[src/rtl/fp_cvt_arbiter.sv]
`default_nettype none
// ============================================================================
//  Module      : fp_cvt_arbiter
//  Description : Round-robin arbiter sharing one combinational raw-single to
//                recoded-double rounding unit among NUM_REQ requesters.
//                Two-stage pipeline: operand stage (OP) drives cvt_raw, and
//                the result stage (RES) captures cvt_out. Tag and source
//                index travel with each operation.
//                Optional macro FP_CVT_ARB_PERF_EN adds the perf_grants and
//                perf_stalls counters.
//  Revision    : 1.0  initial release
// ============================================================================
module fp_cvt_arbiter #(
    parameter int NUM_REQ = 3,
    parameter int TAG_W   = 5
) (
    input  logic                       clock,
    input  logic                       reset,
    input  logic                       flush,
    input  logic [NUM_REQ-1:0]         req_valid,
    output logic [NUM_REQ-1:0]         req_ready,
    input  logic [NUM_REQ*40-1:0]      req_raw,
    input  logic [NUM_REQ*TAG_W-1:0]   req_tag,
    output logic [39:0]                cvt_raw,
    input  logic [64:0]                cvt_out,
    output logic                       resp_valid,
    input  logic                       resp_ready,
    output logic [64:0]                resp_data,
    output logic [$clog2(NUM_REQ)-1:0] resp_src,
    output logic [TAG_W-1:0]           resp_tag
`ifdef FP_CVT_ARB_PERF_EN
    ,
    output logic [31:0]                perf_grants,
    output logic [31:0]                perf_stalls
`endif
);

    localparam int SRC_W = $clog2(NUM_REQ);

    // Operand stage
    logic               r_opValid;
    logic [39:0]        r_cvtRaw;
    logic [SRC_W-1:0]   r_opSrc;
    logic [TAG_W-1:0]   r_opTag;

    // Result stage
    logic               r_respValid;
    logic [64:0]        r_respData;
    logic [SRC_W-1:0]   r_respSrc;
    logic [TAG_W-1:0]   r_respTag;

    // Arbitration state
    logic [SRC_W-1:0]   r_lastGrant;

    logic               w_resFree;
    logic               w_opAdvance;
    logic               w_opFree;
    logic               w_found;
    logic [SRC_W-1:0]   w_grantIdx;
    logic               w_grant;
    logic [39:0]        w_selRaw;
    logic [TAG_W-1:0]   w_selTag;

    // Pipeline flow control: RES drains, OP advances, OP becomes free
    always_comb begin
        w_resFree   = !r_respValid || resp_ready;
        w_opAdvance = r_opValid && w_resFree;
        w_opFree    = !r_opValid || w_opAdvance;
    end

    // Round-robin search starting one past the last granted requester
    always_comb begin : p_arb
        int               idx;
        logic [SRC_W-1:0] cand;
        w_found    = 1'b0;
        w_grantIdx = '0;
        idx        = 0;
        cand       = '0;
        for (int k = 1; k <= NUM_REQ; k++) begin
            idx = int'(r_lastGrant) + k;
            if (idx >= NUM_REQ) begin
                idx = idx - NUM_REQ;
            end
            cand = SRC_W'(idx);
            if (!w_found && req_valid[cand]) begin
                w_found    = 1'b1;
                w_grantIdx = cand;
            end
        end
    end

    // Grant only into a free OP stage, never during flush or reset
    always_comb begin
        w_grant   = reset && !flush && w_opFree && w_found;
        req_ready = '0;
        if (w_grant) begin
            req_ready[w_grantIdx] = 1'b1;
        end
        w_selRaw = req_raw[int'(w_grantIdx)*40 +: 40];
        w_selTag = req_tag[int'(w_grantIdx)*TAG_W +: TAG_W];
    end

    // Operand stage and round-robin pointer; cvt_raw keeps its value when idle
    always_ff @(posedge clock) begin
        if (!reset) begin
            r_opValid   <= 1'b0;
            r_cvtRaw    <= '0;
            r_opSrc     <= '0;
            r_opTag     <= '0;
            r_lastGrant <= SRC_W'(NUM_REQ - 1);
        end else if (flush) begin
            r_opValid <= 1'b0;
        end else if (w_grant) begin
            r_opValid   <= 1'b1;
            r_cvtRaw    <= w_selRaw;
            r_opSrc     <= w_grantIdx;
            r_opTag     <= w_selTag;
            r_lastGrant <= w_grantIdx;
        end else if (w_opAdvance) begin
            r_opValid <= 1'b0;
        end
    end

    // Result stage captures the shared unit output as OP advances
    always_ff @(posedge clock) begin
        if (!reset) begin
            r_respValid <= 1'b0;
            r_respData  <= '0;
            r_respSrc   <= '0;
            r_respTag   <= '0;
        end else if (flush) begin
            r_respValid <= 1'b0;
        end else if (w_opAdvance) begin
            r_respValid <= 1'b1;
            r_respData  <= cvt_out;
            r_respSrc   <= r_opSrc;
            r_respTag   <= r_opTag;
        end else if (resp_ready) begin
            r_respValid <= 1'b0;
        end
    end

    assign cvt_raw    = r_cvtRaw;
    assign resp_valid = r_respValid;
    assign resp_data  = r_respData;
    assign resp_src   = r_respSrc;
    assign resp_tag   = r_respTag;

`ifdef FP_CVT_ARB_PERF_EN
    logic [31:0] r_perfGrants;
    logic [31:0] r_perfStalls;

    // Transfer and stall counters; they survive flush and wrap naturally
    always_ff @(posedge clock) begin
        if (!reset) begin
            r_perfGrants <= '0;
            r_perfStalls <= '0;
        end else begin
            if (w_grant) begin
                r_perfGrants <= r_perfGrants + 32'd1;
            end
            if ((|req_valid) && !(|req_ready)) begin
                r_perfStalls <= r_perfStalls + 32'd1;
            end
        end
    end

    assign perf_grants = r_perfGrants;
    assign perf_stalls = r_perfStalls;
`endif

endmodule
`default_nettype wire

[config.mk]
export PLATFORM = sky130hd
export DESIGN_NAME = fp_cvt_arbiter
export DESIGN_NICKNAME = d
export VERILOG_FILES = /design/src/rtl/fp_cvt_arbiter.sv
export SDC_FILE = /design/constraint.sdc
export NUM_CORES = 1
export LEC_CHECK = 0
export CORE_AREA = 2 2 127 129
export DETAILED_ROUTE_END_ITERATION = 8
export DIE_AREA = 0 0 129 131
export GPL_ROUTABILITY_DRIVEN = 0
export HOLD_SLACK_MARGIN = 0.08
export PLACE_DENSITY = 0.79
export RECOVER_POWER = 25
export SLEW_MARGIN = 20
export SYNTH_ARGS = -nofsm -noshare
export SYNTH_HDL_FRONTEND = slang
export SYNTH_SLANG_ARGS = --single-unit
[constraint.sdc]
create_clock -name clock -period 3.68 [get_ports clock]
set_clock_uncertainty 0.15 [all_clocks]
set_input_delay 0.552 -clock clock [delete_from_list [all_inputs] [get_ports clock]]
set_output_delay 0.552 -clock clock [all_outputs]
set_load 0.01 [all_outputs]
==> flow_summary.ini, run 1 <==
[status]
outcome = finished clean

[final_layout]
diodes = 0
area_delta_synth_final_pct = 75.4
drive_gt1_share_pct = 6.41
nFillCells = 1342
num-nets-final = 1197

[global_route]
grtUsageTotal_pct = 21.6
grt_max_degree = 78
grt_pass1_vias = 5485
grt.overflow.total = 0
grt_pass1_wl_mm = 28.4
grt_antenna_before_repair = 1

[setup_path]
timing.rr.end = cvt_raw[25]$_SDFFE_PN0P_
reg2regPathDepth = 11
r2r_start = r_lastGrant[1]$_SDFFE_PN1P_
required_ns = 2.98
crit_top_cell = inv_1
worst-path-max-fanout = 7
crit_family = compound AO/OA/AOI/OAI gates
max_stage_delay_ns = 0.49
path_class = register to output port
cp-start-kind = register
arrival_ns = 2.65
path_cells = inv_1 > ha_4 > mux2i_1 > o21ai_2 > and3b_1 > a2111o_2 > nand2b_1 > inv_1 > dlymetal6s2s_1
cp_slowest_cell = a2111o_2
cp-end-kind = output port
cp_num_buf_inv = 3
rrSetupSlack_ns = 0.86

[routing]
num_vias = 5882
ant_nets = 0
wl_per_cell_um = 15.6
drc_errors = 0
wirelength_mm = 19.0
dr.pass1.iters = 5
drtIter0Drc = 335
viasPerCell = 4.85

[floorplanning]
io_pins = 323
dieArea_mm2 = 0.0169
core.rowCount = 46
dieWidth_um = 129
initial_core_util_pct = 35.0
core-area_mm2 = 0.0156
die_h_um = 131

[logic_synthesis]
synth_warnings = 0
ys_ff_latch = 122
syn_area_mm2 = 0.00547
avgSynthCellArea_um2 = 8.05
syn_nets = 890
synth_cells = 679
synth_ff_type = dfxtp_1
synth_async_sr_flop_share_pct = 0
synth_edf_count = 0
yosysSeqAreaShare_pct = 44.7
yosysUniqueCellTypes = 43

[sta]
maxSlewViolCount = 0
finalSetupViolCount = 0
hold_slack_ns = 0.308
relSlewSlack_pct = 0.981
tightest_slew_ns = 1.49
fmax_ghz = 0.298
fin_crit_ns = 3.35
finalCritPeriodShare_pct = 91.1
final_hold_viol_count = 0
rsz0062_at_grt = false
tns_ns = 0

[pwr]
p_leak_nw = 3.66
power.density_mw_per_mm2 = 471
ir_drop_mv = 0.304
power.total_mw = 4.52

[clock_tree]
cts_tree = yes
cts.reportedPaths.clkPinSlew_ns = 0.05
cts_htree_levels = 4
cts_sinks = 122
cts_buffers = 17
hold_buffers = 0
clkLatencyLatePin_ns = 0.41
root_buffer = clkbuf_16
clock_path_buffers = 2

[placement]
hpwl_mm = 13.3
port_buffers = 322

[worst_hold_path]
hp-class = register to register
min_path_cells = 1
min_to = cvt_raw[26]$_SDFFE_PN0P_
hp-start = cvt_raw[26]$_SDFFE_PN0P_

[flow_run]
max_cap_viol_count = 0
[through the flow]
stage               util (%)  cell area [um^2]  cells  setup slack (ns)
finish                  61.5              9590   1214             0.328
global placement        56.8              8860   1177             0.126
global route            61.5              9590   1214             0.164
floorplan                  -              5470    679             0.580
detailed placement      56.8              8860   1177             0.113
CTS                     61.1              9540   1208           -0.0262
[kinds of logic (layout without fill, tap and decap cells)]
| kind of cell | after synthesis | count (layout) | share of synthesized area [%] |
|---|---|---|---|
| flip-flops | 122 | 122 | 44.7 |
| multiplexers | 3 | 3 | 0.572 |
| adder cells (fa/ha/maj) | 4 | 4 | 0.916 |
| buffers and inverters | 60 | 379 | 5.20 |
| AO/OA/AOI/OAI | 182 | 182 | 23.9 |
| AND/OR/NAND/NOR | 308 | 308 | 24.8 |
[worst max-delay path by stage]
stage / to / slack [ns] / start / cells after the start
global route: req_ready[2] / 0.16 / r_lastGrant[1]$_SDFFE_PN1P_ / 9
floorplan: req_ready[0] / 0.58 / r_opSrc[0]$_SDFFE_PN0P_ / 10
CTS: req_ready[0] / -0.03 / r_lastGrant[1]$_SDFFE_PN1P_ / 8
finish: req_ready[2] / 0.33 / r_lastGrant[1]$_SDFFE_PN1P_ / 9
detailed placement: req_ready[2] / 0.11 / req_valid[2] / 8
global placement: req_ready[2] / 0.13 / req_valid[2] / 8
[layout by cell type, fill, tap and decap left out, types with 17 or more instances in the layout]
master             n
a21boi_0          72
o21ai_0           45
clkbuf_16         17
and3_1            46
buf_4             17
dfxtp_1          122
clkdlybuf4s50_1  300
dlygate4sd3_1     18
nand2_1          238
o2bb2ai_1         45
[cells in the mapped netlist, types with 2 or more instances]
master / count / area (um^2)
mux2i_1: 2 / 20.0
dfxtp_1: 122 / 2440
buf_6: 5 / 56.3
nand2_1: 238 / 893
ha_1: 4 / 50.1
o2bb2ai_1: 45 / 394
o21ai_1: 2 / 10.0
clkbuf_2: 4 / 20.0
and3_1: 46 / 288
o21ai_0: 45 / 225
buf_4: 3 / 22.5
nand3_1: 3 / 15.0
inv_1: 6 / 22.5
a31oi_1: 2 / 12.5
clkbuf_1: 38 / 143
nor2_1: 3 / 11.3
buf_2: 4 / 20.0
and2_1: 2 / 12.5
nand2b_1: 5 / 31.3
a21boi_0: 72 / 541
a21oi_1: 6 / 30.0
[sequential cells by signal, summed over array words and instances (netlist names)]
name	cells
resp_src	2
resp_data	65
cvt_raw	40
resp_tag	5
resp_valid	1
r_opSrc	2
r_opValid	1
r_opTag	5
r_lastGrant	1
[area by class of cell]
| class | instances | area (um^2) | share of cell area [%] |
|---|---|---|---|
| inverter | 6 | 22.5 | 0.235 |
| clock inverter | 11 | 218 | 2.27 |
| sequential | 122 | 2440 | 25.5 |
| tap | 216 | 270 | 2.82 |
| timing repair buffer | 342 | 3400 | 35.4 |
| multi-input combinational | 497 | 2790 | 29.1 |
| clock buffer | 20 | 447 | 4.66 |
[worst reg2reg max path, stage by stage, from the launching register on]
cell and delay (ns):
dfxtp_1 0.35, inv_1 0.10, ha_4 0.29, buf_4 0.16
mux2i_1 0.13, o21ai_1 0.26, a2111oi_4 0.08, nor3b_4 0.29
buf_4 0.17, buf_4 0.36, o21ai_0 0.20, o2bb2ai_1 0.19
[power breakdown]
part,internal (mW),switching [mW]
Combinational,0.607,0.505
Sequential,1.45,0.0641
Clock,1.29,0.609
[per-layer routing]
| layer | up-vias | GRT usage [%] | wire length (um) |
|---|---|---|---|
| li1 | 2920 | - | - |
| met1 | 2710 | 25.7 | 7690 |
| met2 | 210 | 36.2 | 9450 |
| met3 | 40 | 5.99 | 1270 |
| met4 | 2 | 10.1 | 554 |
| met5 | - | 0 | 13 |
[what timing repair did]
action	4_1_cts	5_1_grt
gates resized for setup	4	4
endpoints found under the setup margin	3	3
buffers inserted	0	6
pin swaps	0	3
No activity file was read; power rests on OpenSTA's default activity.
==> inputs of run 2 (changes only) <==
==> constraint.sdc (replaced) <==
create_clock -name clock -period 3.25 [get_ports clock]
set_clock_uncertainty 0.15 [all_clocks]
set_input_delay 0.4875 -clock clock [delete_from_list [all_inputs] [get_ports clock]]
set_output_delay 0.4875 -clock clock [all_outputs]
set_load 0.01 [all_outputs]
==> run 2 against run 1 <==
Core utilization is 0.24 points lower. Total power is 7.1% higher. Hold slack worse by 0.0040 ns. Largest power group unchanged.
==> flow_summary.ini, run 2 (synthesis gave the netlist of run 1 again) <==
[sta]
fin_crit_ns = 3.20
maxSlewViolCount = 0
tightest_slew_ns = 1.16
fmax_ghz = 0.313
relSlewSlack_pct = 22.4
finalSetupViolCount = 0
finalCritPeriodShare_pct = 98.4
hold_slack_ns = 0.304
tns_ns = 0
final_hold_viol_count = 0

[routing]
dr.pass1.iters = 4
wirelength_mm = 19.0
viasPerCell = 4.79
ant_nets = 0
drtIter0Drc = 339
drc_errors = 0
wl_per_cell_um = 15.5
num_vias = 5845

[final_layout]
num-nets-final = 1204
final_cell_mix = clkdlybuf4s50_1, nand2_1, dfxtp_1
area_delta_synth_final_pct = 74.7
layout_commonest_cell = clkdlybuf4s50_1
largest_reg_flops = 65
drive_gt1_share_pct = 7.66
diodes = 0

[pwr]
p_leak_nw = 3.74
ir_drop_mv = 0.339
power.switching_mw = 1.33
clock_power_share_pct = 38.7
power.density_mw_per_mm2 = 507
combPwrFrac_pct = 26.0
switching_share_pct = 27.4
power_frac_seq_pct = 35.3
p_int_mw = 3.51

[floorplanning]
dieWidth_um = 129
initial_core_util_pct = 35.0
io_pins = 323
core-area_mm2 = 0.0156
core.rowCount = 46
dieArea_mm2 = 0.0169
die_h_um = 131

[placement]
port_buffers = 322
hpwl_mm = 13.4

[worst_hold_path]
hp-class = register to register

[flow_run]
max_cap_viol_count = 0

[global_route]
grt_pass1_wl_mm = 29.0
grtUsageTotal_pct = 21.8
grt_pass1_vias = 5635
grt_antenna_before_repair = 0
grt_max_degree = 77
grt.overflow.total = 0

[clock_tree]
cts.reportedPaths.clkPinSlew_ns = 0.06
cts_buffers = 17
root_buffer = clkbuf_16
cts_htree_levels = 4
clkLatencyLatePin_ns = 0.41
cts_tree = yes
clock_path_buffers = 2
hold_buffers = 0
cts_sinks = 122

[status]
outcome = finished clean

[setup_path]
cp-start-kind = register
path_class = register to output port
cp-end-kind = output port
worst-path-max-fanout = 7
arrival_ns = 2.56
required_ns = 2.61
-- run 2: worst max-delay path, stage by stage (launching register included) --
cell and delay, ns:
dfxtp_1 0.33, inv_1 0.08, ha_4 0.33, mux2i_1 0.28
o21ai_1 0.13, a2111oi_2 0.30, buf_4 0.21, nor3b_4 0.05
and4_1 0.20, clkdlybuf4s15_2 0.23
-- run 2: layer usage --
layer | routed length [um] | track usage, % | part of all wire (%)
met5 | 0 | 0 | 0
met4 | 537 | 10.2 | 2.8
met3 | 1120 | 5.74 | 5.9
met2 | 9310 | 36.4 | 49
met1 | 8000 | 26.5 | 42
-- run 2: final timing paths --
| check | startpoint | endpoint | slack (ns) | cells past startpoint |
|---|---|---|---|---|
| setup / recovery | r_lastGrant[1]$_SDFFE_PN1P_ | req_ready[0] | 0.05 | 9 |
| hold / removal | cvt_raw[28]$_SDFFE_PN0P_ | cvt_raw[28]$_SDFFE_PN0P_ | 0.30 | 1 |
| setup reg to reg | r_lastGrant[1]$_SDFFE_PN1P_ | cvt_raw[36]$_SDFFE_PN0P_ | 0.54 | 11 |
| hold reg to reg | cvt_raw[28]$_SDFFE_PN0P_ | cvt_raw[28]$_SDFFE_PN0P_ | 0.30 | 1 |
-- run 2: power by group through the flow --
stage	Clock [mW]	Sequential (mW)	Combinational [mW]
floorplan	0	1.79	0.537
global placement	0	1.74	1.25
detailed placement	0	1.74	1.26
CTS	1.92	1.71	1.28
global route	1.96	1.72	1.37
finish	1.87	1.71	1.26
-- run 2: through the flow --
| stage | util [%] | total power [mW] | worst slack (ns) | cell area [um^2] | cells |
|---|---|---|---|---|---|
| floorplan | - | 2.33 | 0.215 | 5470 | 679 |
| global placement | 57.2 | 2.99 | -0.172 | 8920 | 1187 |
| CTS | 61.2 | 4.90 | 0.0263 | 9540 | 1218 |
| finish | 61.2 | 4.84 | 0.0532 | 9550 | 1221 |
| detailed placement | 57.2 | 3.00 | -0.197 | 8920 | 1187 |
| global route | 61.2 | 5.06 | -0.0216 | 9550 | 1221 |
-- run 2: cell type report --
type	instances	area, um^2
clock buffers	22	474
clock inverters	9	114
fillers	1367	6050
inverters	6	22.5
multi-input cells	497	2790
flip-flops and latches	122	2440
well taps	216	270
repair buffers	349	3430
-- run 2: timing repair --
item	CTS	global route
setup buffers	0	3
pin swaps	1	4
gates resized for setup	16	2
setup endpoints to repair	3	3
